<file path="src/rtl/nn_sequencer.sv">
// -----------------------------------------------------------------------------
// nn_sequencer
//
// This is the handshake controller for the iris classifier datapath (nn).
//
// Operation:
//   - It accepts one 4-feature sample over a valid/ready input channel.
//   - It holds the features stable on the nn_* outputs.
//   - It waits LATENCY cycles for the datapath to settle.
//   - It captures the species code and winning score.
//   - It presents that pair over a valid/ready result channel.
//   - It keeps three saturating per-class result counters for display.
//
// Parameters:
//   LATENCY  cycles from feature launch to a settled nn output (1..255)
//   CNT_W    width of each class counter
//
// Ports:
//   clk, rst_n                 clock, asynchronous active-low reset
//   in_valid / in_ready        sample handshake (in_ready is combinational)
//   in_sl, in_sw, in_pl, in_pw sample features
//   nn_sl, nn_sw, nn_pl, nn_pw registered features driven to the datapath
//   nn_species, nn_final       datapath class code and winning score
//   out_valid / out_ready      result handshake
//   out_species, out_score     captured result
//   cnt_c0, cnt_c1, cnt_c2     results delivered per class (saturating)
//   clr_counts                 synchronous clear of all class counters
//   busy                       high whenever the controller is not idle
// -----------------------------------------------------------------------------
module nn_sequencer #(
  parameter int unsigned LATENCY = 24,
  parameter int unsigned CNT_W   = 16
) (
  input  logic             clk,
  input  logic             rst_n,

  input  logic             in_valid,
  output logic             in_ready,
  input  logic [3:0]       in_sl,
  input  logic [3:0]       in_sw,
  input  logic [3:0]       in_pl,
  input  logic [3:0]       in_pw,

  output logic [3:0]       nn_sl,
  output logic [3:0]       nn_sw,
  output logic [3:0]       nn_pl,
  output logic [3:0]       nn_pw,
  input  logic [3:0]       nn_species,
  input  logic [31:0]      nn_final,

  output logic             out_valid,
  input  logic             out_ready,
  output logic [3:0]       out_species,
  output logic [31:0]      out_score,

  output logic [CNT_W-1:0] cnt_c0,
  output logic [CNT_W-1:0] cnt_c1,
  output logic [CNT_W-1:0] cnt_c2,
  input  logic             clr_counts,
  output logic             busy
);

  if (LATENCY == 0 || LATENCY > 255) begin : g_bad_latency
    $error("nn_sequencer: LATENCY must be in 1..255");
  end
  if (CNT_W == 0) begin : g_bad_cnt_w
    $error("nn_sequencer: CNT_W must be at least 1");
  end

  typedef enum logic [1:0] {
    IDLE   = 2'd0,
    SETTLE = 2'd1,
    RESULT = 2'd2
  } state_t;

  // Loading LATENCY-1 and capturing on the cycle the counter reads zero
  // places the capture exactly LATENCY edges after the accept edge.
  localparam logic [7:0]       WAIT_LOAD = 8'(LATENCY - 1);
  localparam logic [CNT_W-1:0] CNT_MAX   = '1;

  state_t           state_q, state_d;
  logic [7:0]       wait_q, wait_d;
  logic [15:0]      feat_q, feat_d;
  logic [3:0]       species_q, species_d;
  logic [31:0]      score_q, score_d;
  logic [CNT_W-1:0] cnt_q [3];
  logic [CNT_W-1:0] cnt_d [3];

  logic accept;
  logic capture;

  // The controller can take a new sample when idle.
  // It can also take one in RESULT on the same edge that the current result
  // is consumed, which allows back-to-back operation.
  assign in_ready = (state_q == IDLE) || ((state_q == RESULT) && out_ready);
  assign accept   = in_valid && in_ready;

  always_comb begin
    state_d = state_q;
    wait_d  = wait_q;
    capture = 1'b0;
    unique case (state_q)
      IDLE: begin
        if (accept) begin
          state_d = SETTLE;
          wait_d  = WAIT_LOAD;
        end
      end
      SETTLE: begin
        if (wait_q == '0) begin
          capture = 1'b1;
          state_d = RESULT;
        end else begin
          wait_d = wait_q - 8'd1;
        end
      end
      RESULT: begin
        if (out_ready) begin
          if (accept) begin
            state_d = SETTLE;
            wait_d  = WAIT_LOAD;
          end else begin
            state_d = IDLE;
          end
        end
      end
      default: begin
        state_d = IDLE;
      end
    endcase
  end

  // The features change only on accept. They stay stable in every other state.
  always_comb begin
    feat_d = feat_q;
    if (accept) begin
      feat_d = {in_sl, in_sw, in_pl, in_pw};
    end
  end

  always_comb begin
    species_d = species_q;
    score_d   = score_q;
    if (capture) begin
      species_d = nn_species;
      score_d   = nn_final;
    end
  end

  // A clear takes priority over a coincident increment.
  // Species codes 3..15 match no counter and are therefore not counted.
  always_comb begin
    for (int unsigned c = 0; c < 3; c++) begin
      cnt_d[c] = cnt_q[c];
      if (clr_counts) begin
        cnt_d[c] = '0;
      end else if (capture && (nn_species == 4'(c)) && (cnt_q[c] != CNT_MAX)) begin
        cnt_d[c] = cnt_q[c] + 1'b1;
      end
    end
  end

  always_ff @(posedge clk or negedge rst_n) begin
    if (!rst_n) begin
      state_q   <= IDLE;
      wait_q    <= '0;
      feat_q    <= '0;
      species_q <= '0;
      score_q   <= '0;
      cnt_q     <= '{default: '0};
    end else begin
      state_q   <= state_d;
      wait_q    <= wait_d;
      feat_q    <= feat_d;
      species_q <= species_d;
      score_q   <= score_d;
      cnt_q     <= cnt_d;
    end
  end

  assign nn_sl       = feat_q[15:12];
  assign nn_sw       = feat_q[11:8];
  assign nn_pl       = feat_q[7:4];
  assign nn_pw       = feat_q[3:0];
  assign out_valid   = (state_q == RESULT);
  assign out_species = species_q;
  assign out_score   = score_q;
  assign cnt_c0      = cnt_q[0];
  assign cnt_c1      = cnt_q[1];
  assign cnt_c2      = cnt_q[2];
  assign busy        = (state_q != IDLE);

endmodule

</file>
<file path="config.mk">
export PLATFORM = sky130hd
export DESIGN_NAME = nn_sequencer
export DESIGN_NICKNAME = d
export VERILOG_FILES = /design/src/rtl/nn_sequencer.sv
export SDC_FILE = /design/constraint.sdc
export NUM_CORES = 1
export LEC_CHECK = 0
export CORE_MARGIN = 3
export CORE_UTILIZATION = 40
export DETAILED_ROUTE_END_ITERATION = 8
export GPL_TIMING_DRIVEN = 0
export HOLD_SLACK_MARGIN = 0.12
export PLACE_DENSITY = 0.7
export SETUP_SLACK_MARGIN = 0.15
export SLEW_MARGIN = 15
export SYNTH_ARGS = -nofsm -noshare
export SYNTH_HDL_FRONTEND = slang
export SYNTH_SLANG_ARGS = --single-unit
</file>
<file path="constraint.sdc">
create_clock -name clk -period 3.2 [get_ports clk]
set_input_delay 0.64 -clock clk [delete_from_list [all_inputs] [get_ports clk]]
set_output_delay 0.64 -clock clk [all_outputs]
set_load 0.02 [all_outputs]
</file>
==> reports/qor.yml, run 1 <==
global_routing:
  grt_pass1_vias: 4558
  grt_remaining_overflow: 0
  grt_pass1_wl_um: 22400
  grt_max_degree: 58
  track_usage_pct: 19.24
  antenna_found_initial: 0
flow_run:
  drv_cap: 0
layout:
  finalInstanceArea_sq_um: 7273
  drive_gt1_share_pct: 10.61
  final_nets: 726
  antenna_cells: 0
  fin_util_pct: 59.32
  synthToLayoutAreaGrowth_pct: 42.51
place:
  pre_cts_slack_ns: -0.02674
  port_buffers: 159
  post-dp-hpwl_um: 9889
  dpl_cell_area_sq_um: 6934
  gp_congestion: 0.8252
worst_setup_path:
  crit_chain: "clkdlybuf4s50_1, or4b_1, nor4_2, o21ai_1, clkbuf_1, or3_1, a21oi_1"
  max_stage_delay_ns: 0.66
  startpoint_type: "input port"
  critical_path.slowest_cell: "or4b_1"
  cp_data_arrival_time_ns: 3.15
  rr_startpoint: "wait_q[0]"
  cp_max_fo: 10
  crit_required_ns: 3.47
  critPathKind: "input port to flip-flop"
  crit_start: "nn_species[0]"
  critPathCaptureType: "flip-flop"
  rr_worst_depth: 7
sta:
  layout_min_cycle_time_ns: 2.879
  finalMaxSlewViolations: 0
  hold_violations: 0
  setup_ws_ns: 0.3210
  final.setup_skew_ns: 0.006178
  max_freq_ghz: 0.3473
  tns_ns: 0
  rsz0062_at_grt: "false"
  period_share_pct: 89.97
  worstMarginPinSlew_ns: 0.7059
  setup_violations: 0
  slew_headroom_pct: 52.55
hold_path:
  hp-class: "input port to asynchronous set/reset pin"
detailed_routing:
  wl_met2_um: 6552
  top_layer_used: "met4"
  drc: 0
  drt_iter0_drc: 309
  drt-total-wl_um: 13550
  routedWlPerCell_um: 16.19
  ant_nets: 0
  first_pass_iters: 5
  met3_length_um: 1137
  vias: 4465
  viasPerCell: 5.335
  m1WireLength_um: 5670
clock_tree:
  cts_tree: "yes"
  clkSlewWorstSetupHoldPaths_ns: 0.07
  insertion_delay_ns: 0.35
  cts_max_path_buffers: 2
  ctsHoldBuffers: 0
  htree_num_levels: 3
  cts_root_buf: "clkbuf_16"
  cts_buffers: 9
  clock_sinks: 110
synth:
  synth_edf_count: 0
  synthMuxAreaShare_pct: 8.997
  synth_commonest_cells: "110 x dfrtp_1, 72 x nand2_1, 39 x mux2_2"
  netlist_instances: 491
  ys.flop_type: "dfrtp_1"
  async_flop_share_pct: 100.0
  synth_compound_area_share_pct: 8.335
  synthesis.nets: 553
  ys.warnings.count: 0
  yosysTopAreaCell: "dfrtp_1"
  yosysSeqAreaShare_pct: 53.93
  avgSynthCellArea_sq_um: 10.39
  ys_types: 48
  yosysMostFrequentCell: "dfrtp_1"
  synth_fa_ha_area_share_pct: 1.226
  ys_seq_elements: 110
  netlist_area_sq_um: 5104
  synth_xor_area_share_pct: 3.089
  synth_top_area_share_pct: 53.93
  synth_top_family_by_area: "simple AND/OR/NAND/NOR gates"
  synthTopCellsByArea: "dfrtp_1 54%, mux2_2 8.6%, nand2_1 5.3%"
  yosys.area_share.simple_pct: 22.24
power:
  leakage_nw: 2.969
  power.density_nw_per_um2: 622.9
  peakVddDrop_uv: 480.6
  finalPower_mw: 4.530
outcome:
  status: "complete, no violations"
floorplanning:
  initial_utilization_pct: 41.62
  die_area_sq_um: 14150
  die_y_um: 119.0
  core_sq_um: 12260
  num_rows: 40
  ios: 160
  die_w_um: 119.0
[what timing repair did]
item,4_1_cts,5_1_grt
endpoints found under the hold margin,0,0
gates resized for setup,0,1
setup buffers,0,2
setup endpoints to repair,0,22
[routing by layer]
layer | vias up | track usage, %
met3 | 15 | 6.458
met2 | 165 | 31.83
met1 | 2176 | 23.66
met5 | - | 0
met4 | 0 | 6.445
li1 | 2109 | -
[worst max-delay path: cells and delay by family]
kind / cells / cell delay, ns
compound gates: 2 / 0.40
buf+inv: 2 / 0.78
simple gates: 3 / 1.33
[flip-flops by register name, summed over array words and instances, names as in the netlist]
signal / cells
cnt_c0: 16
wait_q: 8
out_score: 32
out_species: 4
cnt_c1: 16
feat_q: 16
cnt_c2: 16
state_q: 2
[cell families after synthesis]
kind of cell / count (synthesis)
adder cells (fa/ha/maj): 5
XOR/XNOR: 18
AND/OR/NAND/NOR: 217
multiplexers: 41
flip-flops: 110
buffers and inverters: 29
AO/OA/AOI/OAI: 71
[placed cells by master (no fill, tap or decap), drive strengths merged, types with 7 or more instances in the layout]
cell type and instances:
nor3 7, nor4 7, nand3 26, mux2 39, xor2 11, nand4 12, dfrtp 110, or4 13
nand2 72, nor2 29, o31ai 10, a21oi 31, xnor2 7, buf 7, inv 8, o21ai 19
clkbuf 31, or3 24, clkdlybuf4s50 158
[final timing paths]
path | end | slack [ns]
min in group clk | feat_q[6] | 0.48
max in group asynchronous | out_score[12] | 2.30
hold / removal | cnt_c2[5] | 0.25
hold reg to reg | feat_q[6] | 0.48
setup reg to reg | out_score[12] | 0.42
setup / recovery | cnt_c2[7] | 0.32
[power by group]
part	total, mW	switching (mW)	internal [mW]
registers	1.87	0.195	1.67
logic	1.46	0.730	0.726
clock network	1.20	0.495	0.709
[stage by stage]
stage          instances  hold WS (ns)
6_report             837        0.2480
5_1_grt              837        0.2764
4_1_cts              835        0.2562
3_5_place_dp         819        0.4638
3_3_place_gp         818        0.4565
2_1_floorplan        491        0.3444
[layout make-up]
type,instances,area (sq um)
Fill cell,1017,4989
Sequential cell,110,2753
Multi-Input combinational cell,352,2246
Timing Repair Buffer,162,1635
Clock buffer,13,250.2
Tap cell,168,210.2
Buffer,21,81.33
Clock inverter,3,67.56
Inverter,8,30.03
(Power assumes the default switching activity.)
==> run 2, diff against run 1 <==
--- a/config.mk
+++ b/config.mk
@@ -6,11 +6,10 @@
 export NUM_CORES = 1
 export LEC_CHECK = 0
 export CORE_MARGIN = 3
-export CORE_UTILIZATION = 40
+export CORE_UTILIZATION = 33
 export DETAILED_ROUTE_END_ITERATION = 8
 export GPL_TIMING_DRIVEN = 0
 export HOLD_SLACK_MARGIN = 0.12
-export PLACE_DENSITY = 0.7
 export SETUP_SLACK_MARGIN = 0.15
 export SLEW_MARGIN = 15
 export SYNTH_ARGS = -nofsm -noshare
==> run 2 against run 1 <==
Compared with the run above:
- clock power is 9% lower
- via count is 1.3% lower
- fmax is 0.26% lower
- first-iteration DRC count is 7.4% lower
- cell count is 1.8% higher
- largest cell class unchanged
- highest routed layer unchanged
==> reports/qor.yml, run 2 (same netlist as run 1, synthesis figures left out) <==
place:
  post-dp-hpwl_um: 10310  # +4.3%
  port_buffers: 159  # unchanged
  dp_cells: 835  # +2.0%
  pre_cts_slack_ns: -0.02285  # +0.003886 ns
  dpl_cell_area_sq_um: 6954  # +0.29%
  gp_congestion: 0.8113  # -1.7%
sta:
  finalMaxSlewViolations: 0  # unchanged
  setup_ws_ns: 0.3136  # -0.007454 ns
  rsz0062_at_grt: "false"
  slew_headroom_pct: 43.56  # -9.0 points
  setup_violations: 0  # unchanged
  max_freq_ghz: 0.3465  # -0.26%
  worstMarginPinSlew_ns: 0.8348  # +0.1289 ns
  layout_min_cycle_time_ns: 2.886  # +0.007454 ns
  period_share_pct: 90.20  # +0.23 points
  hold_violations: 0  # unchanged
  whs_ns: 0.2376  # -0.01046 ns
  final.setup_skew_ns: 0.007162  # +0.0009842 ns
floorplanning:
  die_w_um: 130.4  # +9.6%
  die_y_um: 130.4  # +9.6%
  initial_utilization_pct: 34.46  # -7.2 points
  core_sq_um: 14810  # +21%
  die_area_sq_um: 16990  # +20%
  num_rows: 44  # +10%
  ios: 160  # unchanged
power:
  leakage_nw: 2.951  # -0.61%
  power.density_nw_per_um2: 609.9  # -2.1%
  peakVddDrop_uv: 391.3  # -19%
  finalPower_mw: 4.424  # -2.3%
detailed_routing:
  drt-total-wl_um: 13890  # +2.5%
  first_pass_iters: 4  # -1
  vias: 4406  # -1.3%
  drt_iter0_drc: 286  # -7.4%
  viasPerCell: 5.171  # -3.1%
  drc: 0  # unchanged
  ant_nets: 0  # unchanged
  routedWlPerCell_um: 16.30  # +0.68%
layout:
  fill_cells: 1373  # +35%
  drive_gt1_share_pct: 10.93  # +0.32 points
  final_common_cell: "clkdlybuf4s50_1"
  largest_register_ff_count: 32  # unchanged
  finalInstanceArea_sq_um: 7254  # -0.26%
  seq_area_sq_um: 2753  # unchanged
  antenna_cells: 0  # unchanged
  final_cell_mix: "158 x clkdlybuf4s50_1, 110 x dfrtp_1, 72 x nand2_1, 39 x mux2_2, 31 x a21oi_1"
  multi_input_area_sq_um: 2246  # unchanged
  instances_no_fill: 852  # +1.8%
  synthToLayoutAreaGrowth_pct: 42.14
  final_nets: 725  # -0.14%
worst_setup_path:
  crit_required_ns: 3.47  # about the same
  max_stage_delay_ns: 0.66  # about the same
  critical_path.slowest_cell: "or4b_1"
  cp_max_fo: 10  # unchanged
  path_buf_inv: 2  # unchanged
  startpoint_type: "input port"
  critPathKind: "input port to flip-flop"
  cpLargestDelayFamily: "simple AND/OR/NAND/NOR gates"
  crit_chain: "clkdlybuf4s50_1, or4b_1, nor4_2, o21ai_1, clkbuf_1, or3_1, a21oi_1"
  cp_data_arrival_time_ns: 3.16  # about the same
  critPathCaptureType: "flip-flop"
global_routing:
  grt_pass1_vias: 4378  # -3.9%
  grt_max_degree: 57  # -1.7%
  grt_pass1_wl_um: 22360  # -0.18%
  track_usage_pct: 16.53  # -2.7 points
  antenna_found_initial: 0  # unchanged
  grt_remaining_overflow: 0  # unchanged
clock_tree:
  cts_max_path_buffers: 2  # unchanged
  clkSlewWorstSetupHoldPaths_ns: 0.07  # about the same
  cts_root_buf: "clkbuf_16"
  clock_sinks: 110  # unchanged
  insertion_delay_ns: 0.35  # about the same
  cts_buffers: 9  # unchanged
  htree_num_levels: 3  # unchanged
  cts_tree: "yes"
flow_run:
  drv_cap: 0  # unchanged
hold_path:
  hp-class: "input port to asynchronous set/reset pin"
outcome:
  status: "complete, no violations"
[run 2: changes by cell type in the layout (fill, tap and decap cells not counted), sizes merged]
cell / change
clkinv: +3
bufinv: -2
clkbuf: -2
buf: -1
clkinvlp: +1
[run 2: layout make-up]
class / count / area share, %
Timing Repair Buffer: 161 / 22.44
Clock buffer: 11 / 3.484
Buffer: 21 / 1.121
Clock inverter: 5 / 0.4657
Inverter: 8 / 0.4139
Tap cell: 184 / 3.174
Multi-Input combinational cell: 352 / 30.96
Sequential cell: 110 / 37.94
[run 2: timing repair]
| action | CTS | global route |
|---|---|---|
| resized for setup | 0 | 1 |
| setup buffers | 0 | 1 |
| hold buffers | 0 | 0 |
| hold endpoints to repair | 0 | 0 |
| endpoints found under the setup margin | 0 | 23 |
[run 2: metrics by stage]
step	utilization (%)	setup TNS [ns]
6_report	48.99	0
5_1_grt	48.99	0
4_1_cts	48.89	0
3_5_place_dp	46.96	-0.02285
3_3_place_gp	46.76	-326.00
2_1_floorplan	-	0
[run 2: final timing paths]
check,slack [ns],from,endpoint,depth (start not counted)
worst min register to register,0.48,feat_q[5],feat_q[5],2
worst min-delay path,0.24,rst_n,cnt_c2[7],1
worst max register to register,0.42,wait_q[0],cnt_c2[7],8
worst max-delay path,0.31,nn_species[0],cnt_c2[7],7
min in group clk,0.48,feat_q[5],feat_q[5],2
max in group asynchronous,2.31,rst_n,out_score[0],2
[run 2: power by group]
| part | total, mW | switching (mW) | internal (mW) |
|---|---|---|---|
| registers | 1.87 | 0.193 | 1.67 |
| clock network | 1.09 | 0.521 | 0.570 |
| logic | 1.47 | 0.740 | 0.726 |
| total | 4.42 | 1.45 | 2.97 |
[run 2: per-layer routing]
layer	GRT usage, %	vias to the layer above	part of all wire, %
li1	-	2106	-
met1	21.07	2138	44
met2	26.64	151	46
met3	5.690	11	9.0
met4	5.082	0	1.2
met5	0	-	0
==> run 3, diff against run 2 <==
--- a/config.mk
+++ b/config.mk
@@ -5,8 +5,11 @@
 export SDC_FILE = /design/constraint.sdc
 export NUM_CORES = 1
 export LEC_CHECK = 0
+export ABC_CLOCK_PERIOD_IN_PS = 3200
+export CORE_ASPECT_RATIO = 2
 export CORE_MARGIN = 3
 export CORE_UTILIZATION = 33
+export CTS_BUF_LIST = sky130_fd_sc_hd__clkbuf_16
 export DETAILED_ROUTE_END_ITERATION = 8
 export GPL_TIMING_DRIVEN = 0
 export HOLD_SLACK_MARGIN = 0.12
==> run 3 against run 2 <==
Compared with the run above:
- clock skew increased by 0.0029 ns
- critical path depth unchanged
- clock power is essentially flat
- die area rose by 0.53%
- wire length is 4.5% higher
- largest cell class unchanged
- worst hold slack got worse by 0.054 ns
- register-to-register slack is essentially flat
- sequential power about the same
- total power rose by 0.28%
- first-iteration DRC count decreased by 34%
==> reports/qor.yml, run 3 (same netlist as run 1, synthesis figures left out) <==
sta:
  hold_violations: 0  # unchanged
  worstMarginPinSlew_ns: 0.7899  # -0.04485 ns
  slew_headroom_pct: 46.60  # +3.0 points
  rsz0062_at_grt: "false"
  final.setup_skew_ns: 0.01003  # +0.002867 ns
  tns_ns: 0  # unchanged
  period_share_pct: 89.19  # -1.0 points
  finalMaxSlewViolations: 0  # unchanged
  max_freq_ghz: 0.3504  # +1.1%
  layout_min_cycle_time_ns: 2.854  # -0.03234 ns
  setup_violations: 0  # unchanged
layout:
  drive_gt1_share_pct: 10.93  # unchanged
  final_nets: 725  # unchanged
  synthToLayoutAreaGrowth_pct: 42.66
  fill_cells: 1416  # +3.1%
  antenna_cells: 0  # unchanged
  final_common_cell: "clkdlybuf4s50_1"
  multi_input_area_sq_um: 2255  # +0.39%
  seq_area_sq_um: 2753  # unchanged
  fin_util_pct: 48.61  # -0.37 points
  largest_register_ff_count: 32  # unchanged
  final_cell_mix: "158 x clkdlybuf4s50_1, 110 x dfrtp_1, 72 x nand2_1, 39 x mux2_2, 31 x a21oi_1"
hold_path:
  hp-class: "input port to asynchronous set/reset pin"
power:
  leakage_nw: 2.962  # +0.35%
  peakVddDrop_uv: 407.9  # +4.2%
  finalPower_mw: 4.437  # +0.28%
  power.density_nw_per_um2: 609.4  # about the same
detailed_routing:
  ant_nets: 0  # unchanged
  viasPerCell: 5.152  # -0.38%
  vias: 4446  # +0.91%
  drc: 0  # unchanged
  routedWlPerCell_um: 16.81  # +3.1%
  drt_iter0_drc: 190  # -34%
  first_pass_iters: 4  # unchanged
  drt-total-wl_um: 14500  # +4.5%
clock_tree:
  cts_tree: "yes"
  clock_sinks: 110  # unchanged
  cts_root_buf: "clkbuf_16"
  cts_max_path_buffers: 2  # unchanged
  htree_num_levels: 3  # unchanged
  insertion_delay_ns: 0.35  # about the same
  ctsHoldBuffers: 0  # unchanged
  clkSlewWorstSetupHoldPaths_ns: 0.08  # about the same
  cts_buffers: 9  # unchanged
floorplanning:
  die_w_um: 93.94  # -28%
  core_sq_um: 14980  # +1.1%
  die_area_sq_um: 17080  # +0.53%
  ios: 160  # unchanged
  initial_utilization_pct: 34.08  # -0.39 points
  die_y_um: 181.9  # +40%
  num_rows: 63  # +43%
global_routing:
  grt_max_degree: 73  # +28%
  grt_remaining_overflow: 0  # unchanged
  grt_pass1_wl_um: 23160  # +3.6%
  track_usage_pct: 17.21  # +0.69 points
  antenna_found_initial: 0  # unchanged
  grt_pass1_vias: 4565  # +4.3%
worst_setup_path:
  cp_max_fo: 10  # unchanged
  critPathKind: "input port to flip-flop"
  critPathCaptureType: "flip-flop"
  crit_required_ns: 3.48  # about the same
  rr_worst_depth: 8  # unchanged
  cp_data_arrival_time_ns: 3.13  # -0.03 ns
  startpoint_type: "input port"
place:
  post-dp-hpwl_um: 11180  # +8.4%
  gp_congestion: 0.8614  # +6.2%
  port_buffers: 159  # unchanged
outcome:
  status: "complete, no violations"
flow_run:
  drv_cap: 0  # unchanged
## run 3: area by class of cell
type | count | area share [%]
buffer | 21 | 1.117
sequential | 110 | 37.81
tap | 195 | 3.351
clock inverter | 7 | 0.8936
timing repair buffer | 161 | 22.36
inverter | 8 | 0.4124
multi-input combinational | 352 | 30.97
clock buffer | 9 | 3.093
## run 3: per-stage QoR
| stage | cell area [sq um] | worst slack [ns] | hold slack, ns | instances |
|---|---|---|---|---|
| finish | 7281 | 0.3459 | 0.1840 | 863 |
| global route | 7281 | 0.2502 | 0.2024 | 863 |
| CTS | 7258 | 0.2409 | 0.1862 | 862 |
| detailed placement | 6968 | -0.1036 | 0.4607 | 846 |
| global placement | 6939 | -2.889 | 0.4595 | 845 |
| floorplan | 5104 | 0.7732 | 0.3444 | 491 |
## run 3: final timing paths
check                                     end          start  slack, ns
min in group clk                   feat_q[14]     feat_q[14]       0.48
worst min register to register     feat_q[14]     feat_q[14]       0.48
worst max-delay path                cnt_c2[7]  nn_species[0]       0.35
max in group asynchronous          feat_q[13]          rst_n       2.31
worst max register to register      cnt_c2[7]      wait_q[0]       0.42
worst min-delay path            out_score[21]          rst_n       0.18
## run 3: power by group
| part | internal, mW | switching (mW) | leakage (nW) | total, mW |
|---|---|---|---|---|
| combinational | 0.726 | 0.734 | 1.34 | 1.46 |
| clock | 0.550 | 0.559 | 0.146 | 1.11 |
| sequential | 1.67 | 0.193 | 1.47 | 1.87 |
## run 3: worst max-delay path, stage by stage
cell	delay [ns]
clkdlybuf4s50_1	0.49
or4b_1	0.68
nor4_4	0.29
o21ai_1	0.24
clkbuf_1	0.28
or3_1	0.37
a21oi_1	0.15
## run 3: repair_timing
| action | 4_1_cts | 5_1_grt |
|---|---|---|
| buffers inserted | 0 | 1 |
| endpoints found under the setup margin | 0 | 22 |
| resized for setup | 0 | 2 |
## run 3: metal layers
metal | wire, um | up-vias | GRT usage [%]
li1 | - | 2098 | -
met1 | 5031 | 2197 | 17.56
met2 | 8263 | 127 | 32.41
met3 | 723 | 24 | 3.731
met4 | 487 | 0 | 7.639
met5 | 0 | - | 0
